--- src/rtl/csr_rmw_stage.sv ---
// csr_rmw_stage: CSR read-modify-write stage with FPU-hazard stall and in-order response FIFO.
// Optional CSR_STALL_PERF_EN adds the perf_csr_stalls counter output.
module csr_rmw_stage #(
  parameter int CORE_ID       = 0,
  parameter int OUT_BUF_SIZE  = 2,
  parameter int UUID_BITS     = 16,
  parameter int NUM_WARPS     = 4,
  parameter int NW_BITS       = 2,
  parameter int NUM_THREADS   = 4,
  parameter int CSR_ADDR_BITS = 12,
  parameter int NR_BITS       = 5
`ifdef CSR_STALL_PERF_EN
  , parameter int PERF_CTR_BITS = 16
`endif
) (
  input  logic                        clk,
  input  logic                        reset,
  input  logic                        req_valid,
  output logic                        req_ready,
  input  logic [UUID_BITS-1:0]        req_uuid,
  input  logic [NW_BITS-1:0]          req_wid,
  input  logic [NUM_THREADS-1:0]      req_tmask,
  input  logic [31:0]                 req_pc,
  input  logic [1:0]                  req_op,
  input  logic                        req_use_imm,
  input  logic [4:0]                  req_imm,
  input  logic [31:0]                 req_rs1_data,
  input  logic                        req_rs1_is_zero,
  input  logic [CSR_ADDR_BITS-1:0]    req_addr,
  input  logic [NR_BITS-1:0]          req_rd,
  input  logic                        req_wb,
  input  logic [NUM_WARPS-1:0]        fpu_pending,
  output logic                        csr_read_enable,
  output logic [UUID_BITS-1:0]        csr_read_uuid,
  output logic [CSR_ADDR_BITS-1:0]    csr_read_addr,
  output logic [NW_BITS-1:0]          csr_read_wid,
  input  logic [31:0]                 csr_read_data,
  output logic                        csr_write_enable,
  output logic [UUID_BITS-1:0]        csr_write_uuid,
  output logic [CSR_ADDR_BITS-1:0]    csr_write_addr,
  output logic [NW_BITS-1:0]          csr_write_wid,
  output logic [31:0]                 csr_write_data,
  output logic                        rsp_valid,
  input  logic                        rsp_ready,
  output logic [UUID_BITS-1:0]        rsp_uuid,
  output logic [NW_BITS-1:0]          rsp_wid,
  output logic [NUM_THREADS-1:0]      rsp_tmask,
  output logic [31:0]                 rsp_pc,
  output logic [NR_BITS-1:0]          rsp_rd,
  output logic                        rsp_wb,
  output logic [NUM_THREADS*32-1:0]   rsp_data,
  output logic                        busy
`ifdef CSR_STALL_PERF_EN
  , output logic [PERF_CTR_BITS-1:0]  perf_csr_stalls
`endif
);
  localparam int PW = $clog2(OUT_BUF_SIZE);
  localparam int EW = UUID_BITS + NW_BITS + NUM_THREADS + 32 + NR_BITS + 1 + 32;
  localparam logic [PW:0] DEPTH = (PW+1)'(OUT_BUF_SIZE);
  localparam logic [CSR_ADDR_BITS-1:0] FFLAGS = CSR_ADDR_BITS'(1);
  localparam logic [CSR_ADDR_BITS-1:0] FRM    = CSR_ADDR_BITS'(2);
  localparam logic [CSR_ADDR_BITS-1:0] FCSR   = CSR_ADDR_BITS'(3);

  if (OUT_BUF_SIZE < 2 || (OUT_BUF_SIZE & (OUT_BUF_SIZE - 1)) != 0 || CORE_ID < 0) begin : g_bad_cfg
    $error("csr_rmw_stage: OUT_BUF_SIZE must be a power of two >= 2 and CORE_ID non-negative");
  end

  logic [EW-1:0] mem [OUT_BUF_SIZE];
  logic [PW-1:0] wr_ptr, rd_ptr;
  logic [PW:0]   count;
  logic          fpu_stall, fire, pop, src_zero;
  logic [31:0]   src, old, head_old;

  assign fpu_stall = (req_addr == FFLAGS || req_addr == FRM || req_addr == FCSR) && fpu_pending[req_wid];
  // Ready looks only at registered occupancy, so a pop never frees a slot in the same cycle.
  assign req_ready = reset && !fpu_stall && count != DEPTH;
  assign fire      = req_valid && req_ready;
  assign rsp_valid = count != '0;
  assign pop       = rsp_valid && rsp_ready;
  assign busy      = req_valid || rsp_valid;

  assign old      = csr_read_data;
  assign src      = req_use_imm ? {27'd0, req_imm} : req_rs1_data;
  assign src_zero = req_use_imm ? req_imm == 5'd0 : req_rs1_is_zero;

  assign csr_read_enable  = fire;
  assign csr_read_uuid    = req_uuid;
  assign csr_read_addr    = req_addr;
  assign csr_read_wid     = req_wid;
  assign csr_write_enable = fire && (req_op == 2'b01 || (req_op[1] && !src_zero));
  assign csr_write_uuid   = req_uuid;
  assign csr_write_addr   = req_addr;
  assign csr_write_wid    = req_wid;
  assign csr_write_data   = req_op == 2'b01 ? src : req_op == 2'b10 ? (old | src) : (old & ~src);

  assign {rsp_uuid, rsp_wid, rsp_tmask, rsp_pc, rsp_rd, rsp_wb, head_old} = mem[rd_ptr];
  assign rsp_data = {NUM_THREADS{head_old}};

  always_ff @(posedge clk) begin
    if (fire) mem[wr_ptr] <= {req_uuid, req_wid, req_tmask, req_pc, req_rd, req_wb, old};
  end

  always_ff @(posedge clk or negedge reset) begin
    if (!reset) begin
      wr_ptr <= '0;
      rd_ptr <= '0;
      count  <= '0;
    end else begin
      wr_ptr <= fire ? wr_ptr + 1'b1 : wr_ptr;
      rd_ptr <= pop ? rd_ptr + 1'b1 : rd_ptr;
      count  <= (fire && !pop) ? count + 1'b1 : (pop && !fire) ? count - 1'b1 : count;
    end
  end

`ifdef CSR_STALL_PERF_EN
  always_ff @(posedge clk or negedge reset) begin
    if (!reset) perf_csr_stalls <= '0;
    else if (req_valid && !req_ready) perf_csr_stalls <= perf_csr_stalls + 1'b1;
  end
`endif
endmodule
--- config.mk ---
export PLATFORM = sky130hd
export DESIGN_NAME = csr_rmw_stage
export DESIGN_NICKNAME = d
export VERILOG_FILES = /design/src/rtl/csr_rmw_stage.sv
export SDC_FILE = /design/constraint.sdc
export NUM_CORES = 1
export LEC_CHECK = 0
export ABC_AREA = 1
export BUFFER_PORTS_ARGS = -buffer_cell sky130_fd_sc_hd__buf_2
export CORE_AREA = 2 2 170 172
export CTS_CLUSTER_SIZE = 20
export DETAILED_ROUTE_END_ITERATION = 7
export DIE_AREA = 0 0 172 174
export SLEW_MARGIN = 10
export SYNTH_ARGS = -nofsm -noshare
export SYNTH_HDL_FRONTEND = slang
export SYNTH_SLANG_ARGS = --single-unit
--- constraint.sdc ---
create_clock -name clk -period 6.02 [get_ports clk]
set_clock_uncertainty 0.2 [all_clocks]
set_input_delay 0.602 -clock clk [delete_from_list [all_inputs] [get_ports clk]]
set_output_delay 0.602 -clock clk [all_outputs]
set_load 0.05 [all_outputs]
### Word-level counts from Yosys, hierarchy flattened

Memory sizes are Yosys's and may differ from the RTL's.
Index checks and enable logic that the tools add are counted.

* bits in registers: 4
* memory bits (writable): 184
* input bits: 153
* output and inout bits: 285
* logic and storage cells: 48
* memories: 1

Memories
* mem: depth 2, bits a word 92, read ports 1, clocked after Yosys merged registers in 0, wr ports 1, line 68 `logic [EW-1:0] mem [OUT_BUF_SIZE];`

* add/sub/neg operators: 4
* order comparisons: 1
* equal/unequal tests: 6
* mux-type cells: 10
* bitwise logic cells: 3
* reduce and logical (&&, ||, !) cells: 20

Operators by type and width (number)
* 32-bit 2-to-1 mux: 3
* 32-bit AND: 1
* 32-bit inverter: 1
* 32-bit OR: 1
* 12-bit by 2-bit equality test with 1-bit output, second input constant: 2
* 12-bit by 1-bit equality test with 1-bit output, second input constant: 1
* 1-bit logical AND: 9
* 5-bit logical NOT: 1
* 1-bit logical NOT: 4
* 1-bit logical OR: 4
* 1-bit 2-to-1 mux: 4
* 2-bit 2-to-1 mux: 2
* 2-bit nonzero test: 2
* 2-bit by 3-bit less-than comparator with 1-bit output, second input constant: 1
* 1-bit adder, second input constant: 2
* 2-bit by 1-bit adder with 2-bit output, second input constant: 1
* 1-bit binary-select mux with 2-bit select: 1
* 2-bit by 1-bit equality test with 1-bit output, second input constant: 1
* 2-bit equality test, second input constant: 1
* 2-bit != test, second input constant: 1
* 2-bit by 1-bit subtractor with 2-bit output, second input constant: 1

### Logic depth before layout (Yosys ltp)

Gate-level depths: netlist of the first run.

* depth in word-level cells: 12
* gate-level depth with buffers: 11
* gate-level depth less buffers: 11

### Worst setup path before layout of the first run

Ideal clock, no wire load.

* path kind: in2reg
* start: input req_wid[0]
* end: memory mem[1][0] in the netlist's numbering, enable pin
* setup time: 544 ps
* data arrival time: 4867 ps
* data required time: 5276 ps
* path slack: 409 ps
* cell stages on the path: 7
* path buffers: 0
* cells stage by stage: inv_1 -> nand2_1 -> nand3_1 -> nand2_1 -> nand3_1 -> nand3_1 -> nor2_1

* cells in the longest elaborated chain, start to end: 9

Ends and longest elaborated chain
* start: declaration: line 21 `input logic [NW_BITS-1:0] req_wid,`
* 1-bit binary-select mux with 2-bit select: line 74 `assign fpu_stall = (req_addr == FFLAGS || req_addr == FRM || req_addr == FCSR) && fpu_pending[req_wid];`
* 1-bit 2-to-1 mux (implied by the code): line 74
* 1-bit logical AND: line 74
* 1-bit logical NOT: line 76 `assign req_ready = reset && !fpu_stall && count != DEPTH;`
* 1-bit logical AND (2 in a row): line 76
* 1-bit logical AND: line 77 `assign fire = req_valid && req_ready;`
* 1-bit 2-to-1 mux: line 100 `if (fire) mem[wr_ptr] <= {req_uuid, req_wid, req_tmask, req_pc, req_rd, req_wb, old};`
* 1-bit 2-to-1 mux (implied by the code): line 100
* end: declaration: line 68

No other way between the ends. The select of a mux whose other input is x is not followed.

### Final worst setup path of the first run

* start: input reset
* end: output csr_write_enable

* cells in the longest elaborated chain, start to end: 4

Ends and longest elaborated chain
* start: declaration: line 17 `input logic reset,`
* 1-bit logical AND (2 in a row): line 76
* 1-bit logical AND: line 77
* 1-bit logical AND: line 90 `assign csr_write_enable = fire && (req_op == 2'b01 || (req_op[1] && !src_zero));`
* end: declaration: line 38 `output logic csr_write_enable,`

No other way between the ends.

==> results of run 1 <==
-- power by group --
group          leakage (nW)  switching, W  internal [W]
clock                 0.268      0.000525      0.000547
combinational          3.21       0.00304      0.000619
sequential             1.73     0.0000783       0.00162
-- critical path: cells and delay by family --
kind	cells	cell delay, ns
buf+inv	3	0.96
simple gates	2	0.53
compound gates	1	0.25
-- per-layer routing --
layer	routed length (um)	part of all wire (%)	GRT usage, %	up-vias
met5	9	0.040	0	-
met4	316	1.4	4.73	2
met3	1500	6.7	2.98	16
met2	11100	50	24.3	245
met1	9270	42	17.5	3024
li1	-	-	-	3160
-- how the worst min path moves through the flow --
stage / from / end / depth (start not counted)
2_1_floorplan: reset / count[0] / 0
3_3_place_gp: reset / wr_ptr / 1
3_5_place_dp: reset / count[1] / 1
4_1_cts: req_tmask[1] / mem[0][71] / 1
5_1_grt: req_rd[0] / mem[0][33] / 1
6_report: req_tmask[2] / mem[0][72] / 1
-- kinds of logic after synthesis --
kind of cell,synth area share [%]
compound gates,2.71
xor+xnor,0.295
fa+ha+maj,0.141
buf+inv,16.5
flops,63.2
simple gates,17.1
-- registers in the layout (all words and copies together) (netlist names) --
signal	count
count	2
mem	184
wr_ptr	1
rd_ptr	1
-- metrics by stage --
step           cells  hold slack [ns]  area, um2  power, W  util [%]
3_3_place_gp    1494            0.217      10300   0.00542      36.5
5_1_grt         1528            0.129      10900   0.00672      38.5
3_5_place_dp    1494            0.222      10300   0.00542      36.5
2_1_floorplan    851            0.106       8900   0.00500         -
4_1_cts         1527            0.129      10900   0.00652      38.5
6_report        1528            0.161      10900   0.00643      38.5
-- cell type report --
type,count,area [um2]
inverter,39,155
clock inverter,14,128
sequential,188,5630
timing repair buffer,444,2240
fill,2873,17400
antenna,1,2.50
tap,384,480
multi-input combinational,440,1810
clock buffer,18,429
-- cell usage in the layout, fill, tap and decap left out --
master / count
buf_2: 437
nand2_1: 362
edfxtp_1: 184
inv_1: 34
o21ai_0: 25
clkbuf_16: 17
nand3_1: 13
nor2_1: 11
a21oi_1: 10
buf_4: 6
o21ai_2: 5
inv_8: 5
clkinv_4: 4
inv_4: 3
dfrtp_1: 3
nand4_1: 2
xor2_1: 2
inv_6: 2
clkinvlp_4: 2
diode_2: 1
inv_2: 1
nor2_2: 1
nand2_8: 1
a21oi_2: 1
and2_1: 1
a21boi_1: 1
clkinv_2: 1
or2_2: 1
a31oi_1: 1
nor2_4: 1
xnor2_1: 1
ha_1: 1
clkbuf_1: 1
clkinv_1: 1
dlygate4sd3_1: 1
dfrtp_4: 1
==> flow_summary_export.csv, run 1 <==
group,metric,value,unit
outcome,status,"complete, no violations",
setup_path,endpoint,"csr_write_enable",
timing,maxSlewViolCount,0,
floorplanning,start_util,31.5,%
timing,finalSetupTns,0,ns
setup_path,crit_path_start,"reset",
synth,synth_nets,1005,
grt,gr-total-overflow,0,
cts,clock_latency,0.43,ns
cts,hold_buffers,1,
setup_path,r2r_start,"count[0]",
cts,path_clk_slew,0.08,ns
power_and_ir_drop,max-vdd-ir-drop,389,uV
cts,cts_tree,"done",
synth,netlist_area,0.00890,mm2
timing,worst_slack,2.87,ns
synth,synth.distinct_cells,26,
synth,yosysTopAreaCell,"edfxtp_1",
floorplanning,die_x,172,um
placement,io_buffers,437,
setup_path,cpPeakStageDelay,0.51,ns
power_and_ir_drop,leakagePower,5.21,nW
setup_path,ff2ff_path_depth,5,
setup_path,crit_top_cell,"buf_2",
floorplanning,io_pins,438,
setup_path,worstSetupPathType,"in -> out",
synth,synth_cells,851,
setup_path,endpoint_kind,"output pin",
floorplanning,rows,62,
setup_path,critPathMaxFanout,5,
cts,ctsHtreeMaxLevel,4,
route,drtPass1Iterations,4,
timing,rsz0062_at_grt,"false",
setup_path,slowest_stage,"dlygate4sd3_1",
setup_path,r2r_slack,3.44,ns
route,wl,22200,um
cts,root_buffer,"clkbuf_16",
timing,finalHoldViolations,0,
grt,grt_max_degree,55,
synth,synth.top_cells.by_area,"edfxtp_1, nand2_1, buf_4",
floorplanning,core-area,0.0282,mm2
synth,synthFlopType,"edfxtp_1",
timing,relSlewSlack,47.9,%
flow_run,drv_cap,0,
cts,cts_sinks,188,
cts,cts_buffer_depth,2,
placement,place.gp.congestion,0.897,
route,ant_nets,0,
cts,cts_buffers,17,
setup_path,cp.arrival,2.35,ns
route,vias,6447,
route,first_iter_violations,294,
synth,synth-edff-count,184,
synth,async_reset_ff_share,2.13,%
timing,fmax,317,MHz
setup_path,required,5.22,ns
floorplanning,fp.dieH,174,um
synth,synth_area_per_cell,10.5,um2
grt,grt_pass1_wl,31900,um
grt,grt_pass1_vias,5838,
placement,dp_slack,2.94,ns
synth,yosysWarnings,0,
timing,fin_crit,3.15,ns
setup_path,start_kind,"input pin",
synth,synth-seq-area-share,63.2,%
final_layout,area_delta_synth_final,22.2,%
route,wire_per_inst,14.5,um
setup_path,rr_endpoint,"mem[0][46]",
timing,setup_violations,0,
worst_hold_path,hold_class,"in -> reg",
grt,track_usage,14.1,%
synth,ys_ff_latch,188,
synth,yosys-top-cells-count,"nand2_1, edfxtp_1, buf_4, inv_1, o21ai_0",
final_layout,nNetsFinal,1284,
placement,hpwl,16000,um
timing,min_period_over_period,52.3,%
synth,synth_top_area_share,62.1,%
route,vias_per_cell,4.22,
route,drc_errors,0,
floorplanning,die_area,0.0299,mm2
cts,post_cts_buffers,0,
setup_path,crit_chain,"dlygate4sd3_1 -> buf_2 -> a21boi_1 -> nand3_1 -> nor2_1 -> buf_2",
power_and_ir_drop,cellPowerDensity,592,mW/mm2
synth,yosysMostFrequentCell,"nand2_1",
timing,tightest_slew,0.781,ns
grt,antenna_found_initial,2,
final_layout,drive_gt1_share,42.8,%
cts,ctsResizeCount,0,
Note: power is estimated with default switching activity, not from simulation.
==> run 2, diff against run 1 <==
--- a/config.mk
+++ b/config.mk
@@ -5,12 +5,12 @@
 export SDC_FILE = /design/constraint.sdc
 export NUM_CORES = 1
 export LEC_CHECK = 0
-export ABC_AREA = 1
+export ABC_AREA = 0
 export BUFFER_PORTS_ARGS = -buffer_cell sky130_fd_sc_hd__buf_2
-export CORE_AREA = 2 2 170 172
+export CORE_AREA = 2 2 172 174
 export CTS_CLUSTER_SIZE = 20
 export DETAILED_ROUTE_END_ITERATION = 7
-export DIE_AREA = 0 0 172 174
+export DIE_AREA = 0 0 174 176
 export SLEW_MARGIN = 10
 export SYNTH_ARGS = -nofsm -noshare
 export SYNTH_HDL_FRONTEND = slang
==> constraint.sdc (replaced) <==
create_clock -name clk -period 3.3 [get_ports clk]
set_clock_uncertainty 0.2 [all_clocks]
set_input_delay 0.33 -clock clk [delete_from_list [all_inputs] [get_ports clk]]
set_output_delay 0.33 -clock clk [all_outputs]
set_load 0.05 [all_outputs]
==> run 2 against run 1 <==
Compared with the run above:
- synthesized cell count fell by 26%
- setup slack got worse by 2.4 ns
- core utilization increased by 4.5 points
- clock-buffer cell count decreased by 1
- clock power rose by 92%
- via count decreased by 5.3%
- routed wire length grew 1.9%
- highest routed layer is now met4
- hold slack got worse by 0.13 ns
- register-to-register slack got worse by 2.6 ns
- area after synthesis rose by 3.1%
- die area rose by 2.3%
- critical path type unchanged
- first-iteration DRC count is 28% higher
==> flow_summary_export.csv, run 2 <==
group,metric,value,unit
outcome,status,"complete, no violations",
floorplanning,fp.dieH,176,um
cts,cts_tree,"done",
setup_path,r2r_start,"count[0]",
route,drc_errors,0,
setup_path,required,2.77,ns
synth,yosysWarnings,0,
setup_path,critPathMaxFanout,6,
setup_path,r2r_slack,0.87,ns
route,vias_per_cell,4.34,
synth,yosysMostFrequentCell,"edfxtp_1",
synth,ys_ff_latch,188,
synth,synth.top_cells.by_area,"edfxtp_1, buf_4, mux2_2",
cts,path_clk_slew,0.08,ns
grt,gr-total-overflow,0,
synth,yosys-top-cells-count,"edfxtp_1, buf_4, mux2_2, nand2_1, xnor2_1",
power_and_ir_drop,max-vdd-ir-drop,494,uV
route,vias,6103,
final_layout,layout_commonest_cell,"buf_2",
final_layout,reg_top3,"mem (184), count (2)",
synth,synth_cells,628,
setup_path,rr_endpoint,"mem[1][28]",
final_layout,drive_gt1_share,59.4,%
placement,hpwl,16400,um
synth,synth_top_area_share,60.2,%
floorplanning,die_x,174,um
final_layout,area_delta_synth_final,33.9,%
final_layout,largest_register_ffs,184,
timing,finalHoldViolations,0,
grt,track_usage,14.1,%
placement,place.gp.congestion,0.817,
floorplanning,core-area,0.0285,mm2
floorplanning,io_pins,438,
final_layout,nNetsFinal,1164,
setup_path,endpoint_kind,"output pin",
timing,tightest_slew,0.692,ns
final_layout,final_cell_mix,"buf_2, edfxtp_1, mux2_2, dlygate4sd3_1",
route,drtPass1Iterations,4,
final_layout,n_antenna_cell,0,
timing,rsz0062_at_grt,"false",
setup_path,worstSetupPathType,"in -> out",
worst_hold_path,hold_path_depth,3,
placement,io_buffers,437,
cts,post_cts_buffers,0,
grt,grt_max_degree,40,
final_layout,top_register,"mem",
cts,cts_buffers,17,
synth,synth-edff-count,184,
timing,fmax,352,MHz
timing,timing.hold.ws,0.0300,ns
route,first_iter_violations,375,
floorplanning,rows,62,
flow_run,drv_cap,0,
cts,cts_buffer_depth,2,
setup_path,start_kind,"input pin",
floorplanning,die_area,0.0306,mm2
route,ant_nets,0,
cts,cts_sinks,188,
timing,min_period_over_period,86.0,%
synth,netlist_area,0.00918,mm2
floorplanning,start_util,32.2,%
grt,antenna_found_initial,0,
route,wire_per_inst,16.1,um
setup_path,ff2ff_path_depth,5,
grt,grt_pass1_wl,33000,um
synth,synth_nets,782,
cts,ctsHtreeMaxLevel,4,
timing,finalSetupTns,0,ns
synth,async_reset_ff_share,2.13,%
worst_hold_path,hold_class,"in -> reg",
synth,yosysTopAreaCell,"edfxtp_1",
synth,synth.distinct_cells,25,
grt,grt_pass1_vias,5905,
setup_path,cp.arrival,2.31,ns
power_and_ir_drop,leakagePower,5.01,nW
setup_path,crit_path_start,"req_wid[1]",
timing,relSlewSlack,53.9,%
route,wl,22600,um
power_and_ir_drop,cellPowerDensity,895,mW/mm2
cts,clock_latency,0.42,ns
synth,synth_area_per_cell,14.6,um2
timing,maxSlewViolCount,0,
cts,root_buffer,"clkbuf_16",
timing,fin_crit,2.84,ns
worst_hold_path,hold_start,"rsp_ready",
synth,synth-seq-area-share,61.3,%
worst_hold_path,holdPathEnd,"rd_ptr",
timing,setup_violations,0,
synth,synthFlopType,"edfxtp_1",
## run 2: kinds of logic after synthesis
logic type / Yosys count / share of synthesized area (%)
buffers and inverters: 185 / 14.1
muxes: 106 / 12.9
adders and majority gates: 1 / 0.136
and+or+nand+nor: 79 / 4.13
xor gates and xnor gates: 37 / 3.53
DFF: 188 / 61.3
AOI/OAI and AO/OA: 32 / 3.91
## run 2: power by group
part	total [W]	internal, W	switching (W)
registers	0.00311	0.00297	0.000140
clock network	0.00205	0.00103	0.00102
logic	0.00584	0.00142	0.00442
## run 2: final cells by class
cell class              count  area, um2
well taps                 384        480
flip-flops and latches    188       5630
clock inverters            15        188
inverters                   5       18.8
clock buffers              17        425
multi-input cells         255       2270
fillers                  2664      16300
repair buffers            543       3280
## run 2: layer usage
metal,track usage (%),up-vias,part of all wire [%]
met2,25.6,223,54
met4,3.08,0,0.59
met1,17.6,2982,41
li1,-,2891,-
met3,2.50,7,4.9
met5,0,-,0
## run 2: stage by stage
step	util, %	power [W]	worst slack [ns]	instance area [um2]	instances
after floorplan	-	0.00826	-0.728	9180	628
after global placement	37.7	0.00894	0.829	10800	1283
after detailed placement	37.7	0.00895	0.837	10800	1283
after CTS	43.0	0.0111	0.479	12300	1407
after global routing	43.0	0.0114	0.382	12300	1407
final	43.0	0.0110	0.462	12300	1407
## run 2: what timing repair did
action,CTS,global route
hold buffers,92,0
resized for setup,0,0
hold endpoints to repair,186,0
## run 2: worst max-delay path by stage
| stage | to | slack (ns) | cells past startpoint |
|---|---|---|---|
| floorplan | mem[0][0] | -0.73 | 4 |
| global placement | csr_write_data[2] | 0.83 | 6 |
| detailed placement | mem[1][41] | 0.84 | 5 |
| CTS | csr_read_enable | 0.48 | 7 |
| global route | csr_write_enable | 0.38 | 7 |
| finish | csr_read_enable | 0.46 | 7 |
## run 2: worst max-delay path, stage by stage
cell and delay (ns):
dlygate4sd3_1 0.54, buf_2 0.16, mux2i_1 0.12, mux2_4 0.31, o311ai_4 0.48, inv_1 0.12, buf_2 0.24
==> run 3, diff against run 2 <==
--- a/config.mk
+++ b/config.mk
@@ -7,10 +7,13 @@
 export LEC_CHECK = 0
 export ABC_AREA = 0
 export BUFFER_PORTS_ARGS = -buffer_cell sky130_fd_sc_hd__buf_2
-export CORE_AREA = 2 2 172 174
+export CELL_PAD_IN_SITES_DETAIL_PLACEMENT = 0
+export CELL_PAD_IN_SITES_GLOBAL_PLACEMENT = 2
+export CORE_MARGIN = 3
+export CORE_UTILIZATION = 30
 export CTS_CLUSTER_SIZE = 20
 export DETAILED_ROUTE_END_ITERATION = 7
-export DIE_AREA = 0 0 174 176
+export PLACE_DENSITY_LB_ADDON = 0.1
 export SLEW_MARGIN = 10
 export SYNTH_ARGS = -nofsm -noshare
 export SYNTH_HDL_FRONTEND = slang
==> run 3 against run 2 <==
Compared with the run above:
- die area is 6.9% higher
- routed wire length is 8.0% higher
- first-iteration DRC count is 25% lower
- largest cell class unchanged
- via count is 0.92% lower
- critical path type is now reg -> out
==> flow_summary_export.csv, run 3 (same netlist as run 2, synthesis figures left out) <==
group,metric,value,unit
route,first_iter_violations,282,
setup_path,path_buf_inv,2,
setup_path,critical_path.top_delay_family,"flip-flops",
floorplanning,rows,63,
timing,finalHoldViolations,0,
cts,cts_tree,"done",
final_layout,area_delta_synth_final,33.4,%
route,drtPass1Iterations,4,
timing,min_period_over_period,86.1,%
setup_path,ff2ff_path_depth,5,
timing,fmax,352,MHz
worst_hold_path,hold_class,"in -> async",
outcome,status,"complete, no violations",
setup_path,critPathMaxFanout,48,
floorplanning,start_util,30.7,%
final_layout,top_register,"mem",
power_and_ir_drop,max-vdd-ir-drop,384,uV
route,vias,6047,
placement,io_buffers,437,
floorplanning,die_area,0.0327,mm2
timing,maxSlewViolCount,0,
final_layout,design_area,0.0122,mm2
grt,gr-total-overflow,0,
route,drc_errors,0,
cts,ctsResizeCount,0,
setup_path,worstSetupPathType,"reg -> out",
placement,place.gp.congestion,0.752,
grt,grt_pass1_vias,6364,
setup_path,required,2.77,ns
timing,rsz0062_at_grt,"false",
cts,clock_latency,0.42,ns
floorplanning,core-area,0.0299,mm2
power_and_ir_drop,p_int,0.00539,W
grt,grt_max_degree,93,
route,vias_per_cell,4.29,
floorplanning,die_x,181,um
timing,tightest_slew,0.726,ns
final_layout,drive_gt1_share,59.0,%
grt,antenna_found_initial,1,
final_layout,n_fill_cell,2863,
final_layout,regArea,0.00563,mm2
flow_run,drv_cap,0,
route,wire_per_inst,17.3,um
power_and_ir_drop,p_clk_share,18.3,%
power_and_ir_drop,seq_power_share,29.0,%
timing,worst_slack,0.460,ns
final_layout,largest_register_ffs,184,
cts,path_clk_slew,0.07,ns
timing,relSlewSlack,51.6,%
setup_path,r2r_slack,0.94,ns
final_layout,n_antenna_cell,0,
floorplanning,io_pins,438,
final_layout,reg_top3,"mem (184), count (2)",
power_and_ir_drop,leakagePower,4.98,nW
final_layout,final_util,41.0,%
grt,grt_pass1_wl,36700,um
cts,root_buffer,"clkbuf_16",
cts,cts_buffer_depth,2,
floorplanning,fp.dieH,181,um
grt,track_usage,14.5,%
final_layout,multiInputGateArea,0.00227,mm2
setup_path,slowest_stage,"dfrtp_4",
cts,ctsHtreeMaxLevel,4,
placement,dp_slack,0.877,ns
setup_path,endpoint_kind,"output pin",
timing,setup_violations,0,
route,ant_nets,0,
final_layout,layout_commonest_cell,"buf_2",
setup_path,start_kind,"register",
setup_path,cpPeakStageDelay,0.90,ns
route,wl,24500,um
final_layout,nNetsFinal,1161,
power_and_ir_drop,switching_share,50.7,%
power_and_ir_drop,switchingPower,0.00555,W
setup_path,cp.arrival,2.31,ns
placement,hpwl,18000,um
cts,cts_sinks,188,
timing,fin_crit,2.84,ns
setup_path,crit_chain,"buf_4 -> mux2_2 -> buf_2",
final_layout,final_cell_mix,"buf_2, edfxtp_1, dlygate4sd3_1",
setup_path,r2r_start,"count[0]",
placement,post_dp_cell_area,0.0107,mm2
setup_path,crit_path_start,"rd_ptr",
timing,finalSetupTns,0,ns
cts,cts_buffers,17,
setup_path,rr_endpoint,"mem[0][25]",
power_and_ir_drop,p_comb_share,52.8,%
power_and_ir_drop,cellPowerDensity,893,mW/mm2
## run 3: worst register-to-register path: cells and delay by family (launching register included)
| kind | cells | cell delay [ns] |
|---|---|---|
| compound gates | 2 | 0.62 |
| buf+inv | 2 | 0.47 |
| simple gates | 1 | 0.15 |
| flops | 1 | 0.42 |
## run 3: power groups by stage
stage	clock (W)	combinational (W)	sequential (W)
2_1_floorplan	0	0.00516	0.00309
5_1_grt	0.00219	0.00600	0.00321
3_5_place_dp	0	0.00574	0.00323
4_1_cts	0.00208	0.00585	0.00318
3_3_place_gp	0	0.00575	0.00322
6_report	0.00200	0.00577	0.00317
## run 3: what timing repair did
action | CTS | global route
endpoints found under the hold margin | 189 | 0
setup endpoints to repair | 0 | 0
hold buffers | 94 | 0
setup buffers | 0 | 0
## run 3: worst max-delay path by stage
stage / end / slack, ns / depth (start not counted)
after floorplan: mem[0][0] / -0.73 / 4
after global placement: rsp_data[87] / 0.90 / 3
after detailed placement: rsp_data[87] / 0.88 / 3
after CTS: rsp_data[87] / 0.40 / 3
after global routing: rsp_data[55] / 0.32 / 3
final: rsp_data[87] / 0.46 / 3
## run 3: through the flow
| step | hold WS [ns] | cells | power [W] |
|---|---|---|---|
| 2_1_floorplan | -0.166 | 628 | 0.00826 |
| 3_3_place_gp | -0.0525 | 1284 | 0.00897 |
| 3_5_place_dp | -0.0470 | 1284 | 0.00897 |
| 4_1_cts | 0.0204 | 1410 | 0.0111 |
| 5_1_grt | 0.0318 | 1410 | 0.0114 |
| 6_report | 0.0480 | 1410 | 0.0109 |
## run 3: layout make-up
| type | instances | area share (%) |
|---|---|---|
| multi-input cells | 255 | 18.5 |
| clock buffers | 18 | 3.51 |
| flip-flops and latches | 188 | 46.0 |
| well taps | 390 | 3.99 |
| repair buffers | 540 | 26.4 |
| clock inverters | 14 | 1.43 |
| inverters | 5 | 0.153 |
## run 3: routing by layer
metal  GRT usage [%]  part of all wire (%)  vias up
li1                -                     -     2880
met4            3.16                  0.74        2
met3            3.72                   6.6       10
met5               0                 0.053        -
met1            17.2                    40     2924
met2            26.4                    52      231
